File: src/rtl/cpu_pkg.sv
// Shared CPU types and constants: next-PC source encoding, vector addresses, nop encoding.
package cpu_pkg;

    typedef enum logic [1:0] {
        PC_SEQ    = 2'd0,
        PC_BRANCH = 2'd1,
        PC_JUMP   = 2'd2,
        PC_JR     = 2'd3
    } pc_sel_t;

    localparam logic [31:0] RESET_PC_DEF = 32'h8000_0000;
    localparam logic [31:0] IRQ_VEC_DEF  = 32'h8000_0004;
    localparam logic [31:0] EXC_VEC_DEF  = 32'h8000_0008;
    localparam logic [31:0] NOP_INSTR    = 32'h0000_0000;

    function automatic logic [31:0] jump_addr(input logic [31:0] pc, input logic [25:0] index);
        return {pc[31:28], index, 2'b00};
    endfunction

endpackage

File: src/rtl/next_pc_mux.sv
// Combinational next-PC selection: exception > stall > interrupt > pc_sel source.
module next_pc_mux
    import cpu_pkg::*;
#(
    parameter logic [31:0] IRQ_VEC = IRQ_VEC_DEF,
    parameter logic [31:0] EXC_VEC = EXC_VEC_DEF
) (
    input  logic [31:0] pc,
    input  logic        stall,
    input  logic        exc,
    input  logic        irq_req,
    input  pc_sel_t     pc_sel,
    input  logic [31:0] branch_target,
    input  logic [25:0] jump_index,
    input  logic [31:0] jr_target,
    output logic [31:0] next_pc,
    output logic        load_pc,
    output logic        irq_redirect
);

    logic [31:0] seq_pc;
    logic [31:0] sel_pc;
    logic        user_mode;

    assign seq_pc    = pc + 32'd4;
    assign user_mode = ~pc[31];

    always_comb begin
        sel_pc = seq_pc;
        case (pc_sel)
            PC_SEQ:    sel_pc = seq_pc;
            PC_BRANCH: sel_pc = branch_target;
            PC_JUMP:   sel_pc = jump_addr(pc, jump_index);
            // jr from user mode must not escalate into kernel space
            PC_JR:     sel_pc = {jr_target[31] & ~user_mode, jr_target[30:0]};
            default:   sel_pc = seq_pc;
        endcase
    end

    always_comb begin
        next_pc      = pc;
        load_pc      = 1'b0;
        irq_redirect = 1'b0;
        if (exc) begin
            next_pc = EXC_VEC;
            load_pc = 1'b1;
        end else if (stall) begin
            next_pc = pc;
            load_pc = 1'b0;
        end else if (irq_req && user_mode) begin
            next_pc      = IRQ_VEC;
            load_pc      = 1'b1;
            irq_redirect = 1'b1;
        end else begin
            next_pc = sel_pc;
            load_pc = 1'b1;
        end
    end

endmodule

File: src/rtl/fetch_stage.sv
// MIPS instruction-fetch stage: PC register, ROM address, IF/ID register, epc capture.
// Interrupt support is compiled in only when FETCH_IRQ_EN is defined.
module fetch_stage
    import cpu_pkg::*;
#(
    parameter logic [31:0] RESET_PC = RESET_PC_DEF,
    parameter logic [31:0] IRQ_VEC  = IRQ_VEC_DEF,
    parameter logic [31:0] EXC_VEC  = EXC_VEC_DEF
) (
    input  logic        clk,
    input  logic        rst_n,
    output logic [30:0] imem_addr,
    input  logic [31:0] imem_data,
    input  logic        stall,
    input  logic        flush,
    input  logic [1:0]  pc_sel,
    input  logic [31:0] branch_target,
    input  logic [25:0] jump_index,
    input  logic [31:0] jr_target,
    input  logic        exc,
    input  logic        irq,
    output logic [31:0] pc,
    output logic [31:0] if_id_instr,
    output logic [31:0] if_id_pc4,
    output logic        if_id_valid,
    output logic        irq_taken,
    output logic [31:0] epc
);

    logic [31:0] next_pc;
    logic        load_pc;
    logic        irq_redirect;
    logic        irq_req;
    logic        bubble;
    logic        if_id_load;

`ifdef FETCH_IRQ_EN
    assign irq_req = irq;
`else
    assign irq_req = irq & 1'b0;
`endif

    next_pc_mux #(
        .IRQ_VEC (IRQ_VEC),
        .EXC_VEC (EXC_VEC)
    ) u_next_pc_mux (
        .pc            (pc),
        .stall         (stall),
        .exc           (exc),
        .irq_req       (irq_req),
        .pc_sel        (pc_sel_t'(pc_sel)),
        .branch_target (branch_target),
        .jump_index    (jump_index),
        .jr_target     (jr_target),
        .next_pc       (next_pc),
        .load_pc       (load_pc),
        .irq_redirect  (irq_redirect)
    );

    assign imem_addr = pc[30:0];

    // a flush during a stall still bubbles IF/ID so it is never lost
    assign bubble     = flush | exc | irq_redirect;
    assign if_id_load = ~stall | bubble;

    always_ff @(posedge clk or negedge rst_n) begin
        if (!rst_n) begin
            pc  <= RESET_PC;
            epc <= 32'h0;
        end else begin
            if (load_pc) begin
                pc <= next_pc;
            end
            if (exc || irq_redirect) begin
                epc <= pc;
            end
        end
    end

    always_ff @(posedge clk or negedge rst_n) begin
        if (!rst_n) begin
            if_id_instr <= NOP_INSTR;
            if_id_pc4   <= 32'h0;
            if_id_valid <= 1'b0;
        end else if (if_id_load) begin
            if (bubble) begin
                if_id_instr <= NOP_INSTR;
                if_id_pc4   <= 32'h0;
                if_id_valid <= 1'b0;
            end else begin
                if_id_instr <= imem_data;
                if_id_pc4   <= pc + 32'd4;
                if_id_valid <= 1'b1;
            end
        end
    end

`ifdef FETCH_IRQ_EN
    always_ff @(posedge clk or negedge rst_n) begin
        if (!rst_n) begin
            irq_taken <= 1'b0;
        end else begin
            irq_taken <= irq_redirect;
        end
    end
`else
    assign irq_taken = 1'b0;
`endif

endmodule

File: config.mk
export PLATFORM = sky130hd
export DESIGN_NAME = fetch_stage
export DESIGN_NICKNAME = d
export VERILOG_FILES = /design/src/rtl/cpu_pkg.sv /design/src/rtl/next_pc_mux.sv /design/src/rtl/fetch_stage.sv
export SDC_FILE = /design/constraint.sdc
export NUM_CORES = 1
export LEC_CHECK = 0
export ABC_AREA = 1
export BUFFER_PORTS_ARGS = -buffer_cell sky130_fd_sc_hd__buf_2
export CAP_MARGIN = 0
export CORE_MARGIN = 3
export CORE_UTILIZATION = 41
export CTS_CLUSTER_DIAMETER = 30
export DETAILED_ROUTE_END_ITERATION = 16
export GPL_TIMING_DRIVEN = 0
export PLACE_DENSITY = 0.77
export SYNTH_ARGS = -nofsm -noshare
export SYNTH_HDL_FRONTEND = slang
export SYNTH_SLANG_ARGS = --single-unit
File: constraint.sdc
create_clock -name clk -period 2.55 [get_ports clk]
set_clock_uncertainty 0.05 [all_clocks]
set_input_delay 0.51 -clock clk [delete_from_list [all_inputs] [get_ports clk]]
set_output_delay 0.51 -clock clk [all_outputs]
set_load 0.05 [all_outputs]
* Word level (Yosys, flattened, before mapping) *
Cells that the tools add are included.

operators by class
  add/subtract/negate cells = 1
  bitwise operators = 4
  reductions and logical operators = 3
  equal/unequal tests = 5
  multiplexer cells = 8

operators with widths
  operator                                                                  number
  32-bit 2-to-1 mux                                                         4
  32-bit one-hot mux with 4 select lines                                    1
  32-bit by 3-bit adder with 32-bit output (second input constant)          1
  2-bit == test (second input constant)                                     2
  1-bit 2-to-1 mux                                                          3
  3-bit AND reduction                                                       1
  2-bit by 1-bit == test with 1-bit output (second input constant)          1
  2-bit zero test                                                           1
  2-bit by 1-bit inequality test with 1-bit output (second input constant)  1
  2-bit inequality test (second input constant)                             1
  1-bit OR                                                                  2
  2-bit AND reduction                                                       1
  1-bit AND                                                                 1
  1-bit inverter                                                            1

storage, ports and cells
  output and inout bits = 161
  bits in registers = 129
  input port bits = 130

* Logic depth before layout (Yosys ltp) *
  depth in word-level cells = 4
  mapped depth = 10

* By module *
A second synthesis with hierarchy kept.

second synthesis, totals
  cells, all modules = 1122
  area total of the unflattened synthesis = 7886.3 µm²

by module, submodules not included
  module       times used  cells each  area each (µm²)
  fetch_stage  1           659         5744.3
  next_pc_mux  1           463         2142.1

* Least setup slack after synthesis *
Ideal clock, no wire load.

  path type = register to register
  start point = register pc[3]
  end point = register pc[22]
  stages on the path, launching flop included = 11
  arrival = 1765 ps
  path slack = 613 ps
  clock period less this slack = 1937 ps
  library setup time = 122 ps
  path buffers = 0
  path through = dfrtp_1 ha_1 nand2_1 inv_1 nand3_2 nor2_4 nand2_2 nor2_1 nand2_1 nand3_1 nand2_1

on the way
  cells in the longest elaborated chain, start to end = 4

RTL lines
  item                                      line               RTL
  start, declared                           fetch_stage.sv:22  output logic [31:0] pc,
  start signal, assigned                    fetch_stage.sv:72  pc <= next_pc;
  32-bit by 3-bit adder with 32-bit output  next_pc_mux.sv:25  assign seq_pc = pc + 32'd4;
  32-bit one-hot mux with 4 select lines    next_pc_mux.sv:30  case (pc_sel)
  32-bit 2-to-1 mux                         next_pc_mux.sv:47  end else if (stall) begin
  32-bit 2-to-1 mux                         next_pc_mux.sv:44  if (exc) begin

Every way passes these cells. The select of a mux whose other input is x is not followed.
A chain may end at the register's enable or synchronous reset.

* Worst setup path after layout *
  start point = input pc_sel[0]
  end point = register pc[2]

on the way
  cells in the longest elaborated chain, start to end = 4
  elaborated cells on any way between the ends = 7

RTL lines
  item                                      line               RTL
  start, declared                           fetch_stage.sv:16  input logic [1:0] pc_sel,
  2-bit == test (tied with other cells)     next_pc_mux.sv:30
  32-bit one-hot mux with 4 select lines *  next_pc_mux.sv:30
  32-bit 2-to-1 mux *                       next_pc_mux.sv:47
  32-bit 2-to-1 mux *                       next_pc_mux.sv:44

Every way passes the cells marked *; elsewhere a longest branch is shown, timed or not. The select of a mux whose other input is x is not followed.

==> metrics.txt <==
final count of hold timing violations 0; die width 132 µm; DRT iter0 DRCs 390; Starting Density between 40% and 50%; number of flops mapped to enable cells by yosys 0; die area 17600 µm²; Setup Crit Path Kind input pin to flip-flop; Std-Cell Core Area between 15000 and 20000 µm²; first-pass iteration count of the detailed router 8; RD Place Congestion between 0.8 and 0.9; Max Cap Viol 0; Syn Nets 936; most common cell after layout, fill and taps aside buf_2; worst min-delay path category input pin to flip-flop; worst slew pin tran 0.857 ns; CP startpoint kind input pin; CP Max Fanout 10; DRC viols 0; remaining global-route overflow 0; Unique masters post-synth 31; CTS root buf clkbuf_16; Top FF cell, synth dfrtp_1; Syn Std Cell Area 6560 µm²; TritonCTS clock tree done; Sw Share 30.2%; placed cell area 8300 µm²; Total Wirelength 23500 µm; Ports 291; Static Leak 5.02 nW; post-synthesis average cell area about 8.2 µm²; slowest cell on the critical path clkbuf_1; Comb power frac 18.1%; setup ws final 0.590 ns; internal power 0.00423 W; CP cell instances buf_2, inv_1, ha_1, buf_2, clkbuf_1, a221oi_1, o22ai_1; run status finished, final reports clean; Final Slew Violations 0; CP Capture Type flip-flop; setup_tns 0 ns; total track usage a little over a quarter; Clock transition at path regs 0.06 ns; Clk pwr share 44.9%; final setup fails 0; Area growth, synth to finish 36.8%; unrepaired setup endpoints after global routing no; Die H 132 µm; WP data arrival 2.24 ns; Final nets 1245; slowest stage delay, CP just under 0.7 ns; final instance area 8970 µm²; sequential share of power 37.0%; non-filler cells, final 1337; share of layout cells above drive strength 1 35.8%; cts repair resizes 0; sequential-to-total area share from yosys stat 49.2%; I/O Buffers 288; CTS sink cnt about 130; pin count of the biggest net entering global routing 94; Max Fclk approximately 510 MHz; routed len/inst 17.5 µm; Setup WS pre-CTS 0.161 ns; CP most frequent cell buf_2; vias per inst ~5.0; Synth Warn # 0; CTS buffer count 17; antenna violations before repair 4; Worst Path Required between 2 and 3 ns; Cell Pwr Density approximately 670 nW/µm²; DP Cell Count 1301; # H-tree levels 4; Top delay family on crit path buffers and inverters; Final ANT Viol Nets 0; Post-synth ARST share 100%; Slew HR 42.9%; VDD IR max 0.472 mV; global-route wire length before repair roughly 36000 µm; Rows 45; CTS max path bufs 2; count of state elements after synthesis about 130; detailed placement HPWL 17700 µm; vias after detailed routing approximately 6700; hold_ws approximately 0.26 ns; final period utilization 76.9%; final worst path period need 1.96 ns; Clock Latency Late Sink 0.42 ns; CP Buf/Inv Count 4; Mapped Cells 801; most frequent cells in the layout 310 x buf_2, 292 x nand2_1, 128 x dfrtp_1; vias in the first global route 6500; net load switching power 0.00183 W
==> power groups by stage <==
stage	registers [W]	clock network (W)	logic, W
2_1_floorplan	0.00257	0	0.000395
3_3_place_gp	0.00227	0	0.00109
3_5_place_dp	0.00227	0	0.00110
4_1_cts	0.00224	0.00274	0.00111
5_1_grt	0.00225	0.00285	0.00117
6_report	0.00224	0.00272	0.00110
==> through the flow <==
step / utilization [%] / total power (W)
after global placement: 53.6 / 0.00335
final: 58.2 / 0.00605
after floorplan: - / 0.00297
after CTS: 58.1 / 0.00609
after global routing: 58.2 / 0.00627
after detailed placement: 53.8 / 0.00337
==> area by class of cell <==
class	instances	area, µm²
diodes	3	7.51
clock buffers	19	453
plain buffers	67	400
inverters	56	210
well taps	211	264
multi-input cells	549	2720
clock inverters	13	206
repair buffers	290	1490
fillers	1465	6450
flip-flops and latches	129	3230
==> cells in the mapped netlist, drive strengths merged, types with 5 or more instances <==
master | count | area [µm²]
a22o | 36 | 315
dfrtp | 128 | 3200
ha | 5 | 62.6
xor2 | 17 | 149
o21ai | 50 | 254
nand3 | 50 | 255
a21oi | 12 | 60.1
inv | 56 | 210
clkbuf | 12 | 45.0
a22oi | 21 | 158
buf | 55 | 355
nor2 | 48 | 245
nand2 | 298 | 1140
o22ai | 5 | 31.3
==> worst reg2reg max path, stage by stage (launching register included) <==
cell and delay (ns):
dfrtp_1 0.52, nand2_1 0.19, nor2_1 0.29, nand2_2 0.11, nor2_4 0.24, nand2_1 0.13
xor2_1 0.21, nand2_1 0.07, nand2_1 0.07
==> kinds of logic (layout without fill, tap and decap cells) <==
family / count (synthesis) / in the layout / synth area share [%]
AO/OA/AOI/OAI: 127 / 127 / 12.9
buffers and inverters: 123 / 445 / 9.31
flip-flops: 129 / 129 / 49.2
adder cells (fa/ha/maj): 5 / 5 / 0.954
XOR/XNOR: 18 / 18 / 2.40
AND/OR/NAND/NOR: 398 / 398 / 25.2
other: 1 / 4 / 0.0572
==> path summary, 6_finish.rpt <==
path / end / cells past startpoint / slack (ns) / start
hold reg to reg: epc[6]$_DFFE_PN0P_ / 2 / 0.41 / epc[6]$_DFFE_PN0P_
setup reg to reg: pc[17]$_DFFE_PN0P_ / 8 / 0.60 / pc[12]$_DFFE_PN0P_
max in group asynchronous: pc[31]$_DFFE_PN1P_ / 3 / 1.14 / rst_n
min in group asynchronous: if_id_instr[29]$_DFFE_PN0P_ / 2 / 0.50 / rst_n
setup / recovery: pc[2]$_DFFE_PN0P_ / 7 / 0.59 / pc_sel[0]
hold / removal: if_id_instr[3]$_DFFE_PN0P_ / 2 / 0.26 / imem_data[3]
==> registers in the layout (all words and copies together) (netlist names) <==
register and flops:
epc 32, pc 32, if_id_instr 32, if_id_pc4 32, if_id_valid 1
==> per-layer routing <==
layer	wire length (µm)	GRT usage, %
met5	13	0
met4	458	9.18
met3	1760	5.93
met2	11100	42.8
met1	10100	35.6
==> repair_timing <==
action / CTS / global route
buffers inserted: 0 / 0
endpoints found under the hold margin: 36 / 0
hold buffers: 1 / 0
(Power assumes the default switching activity.)
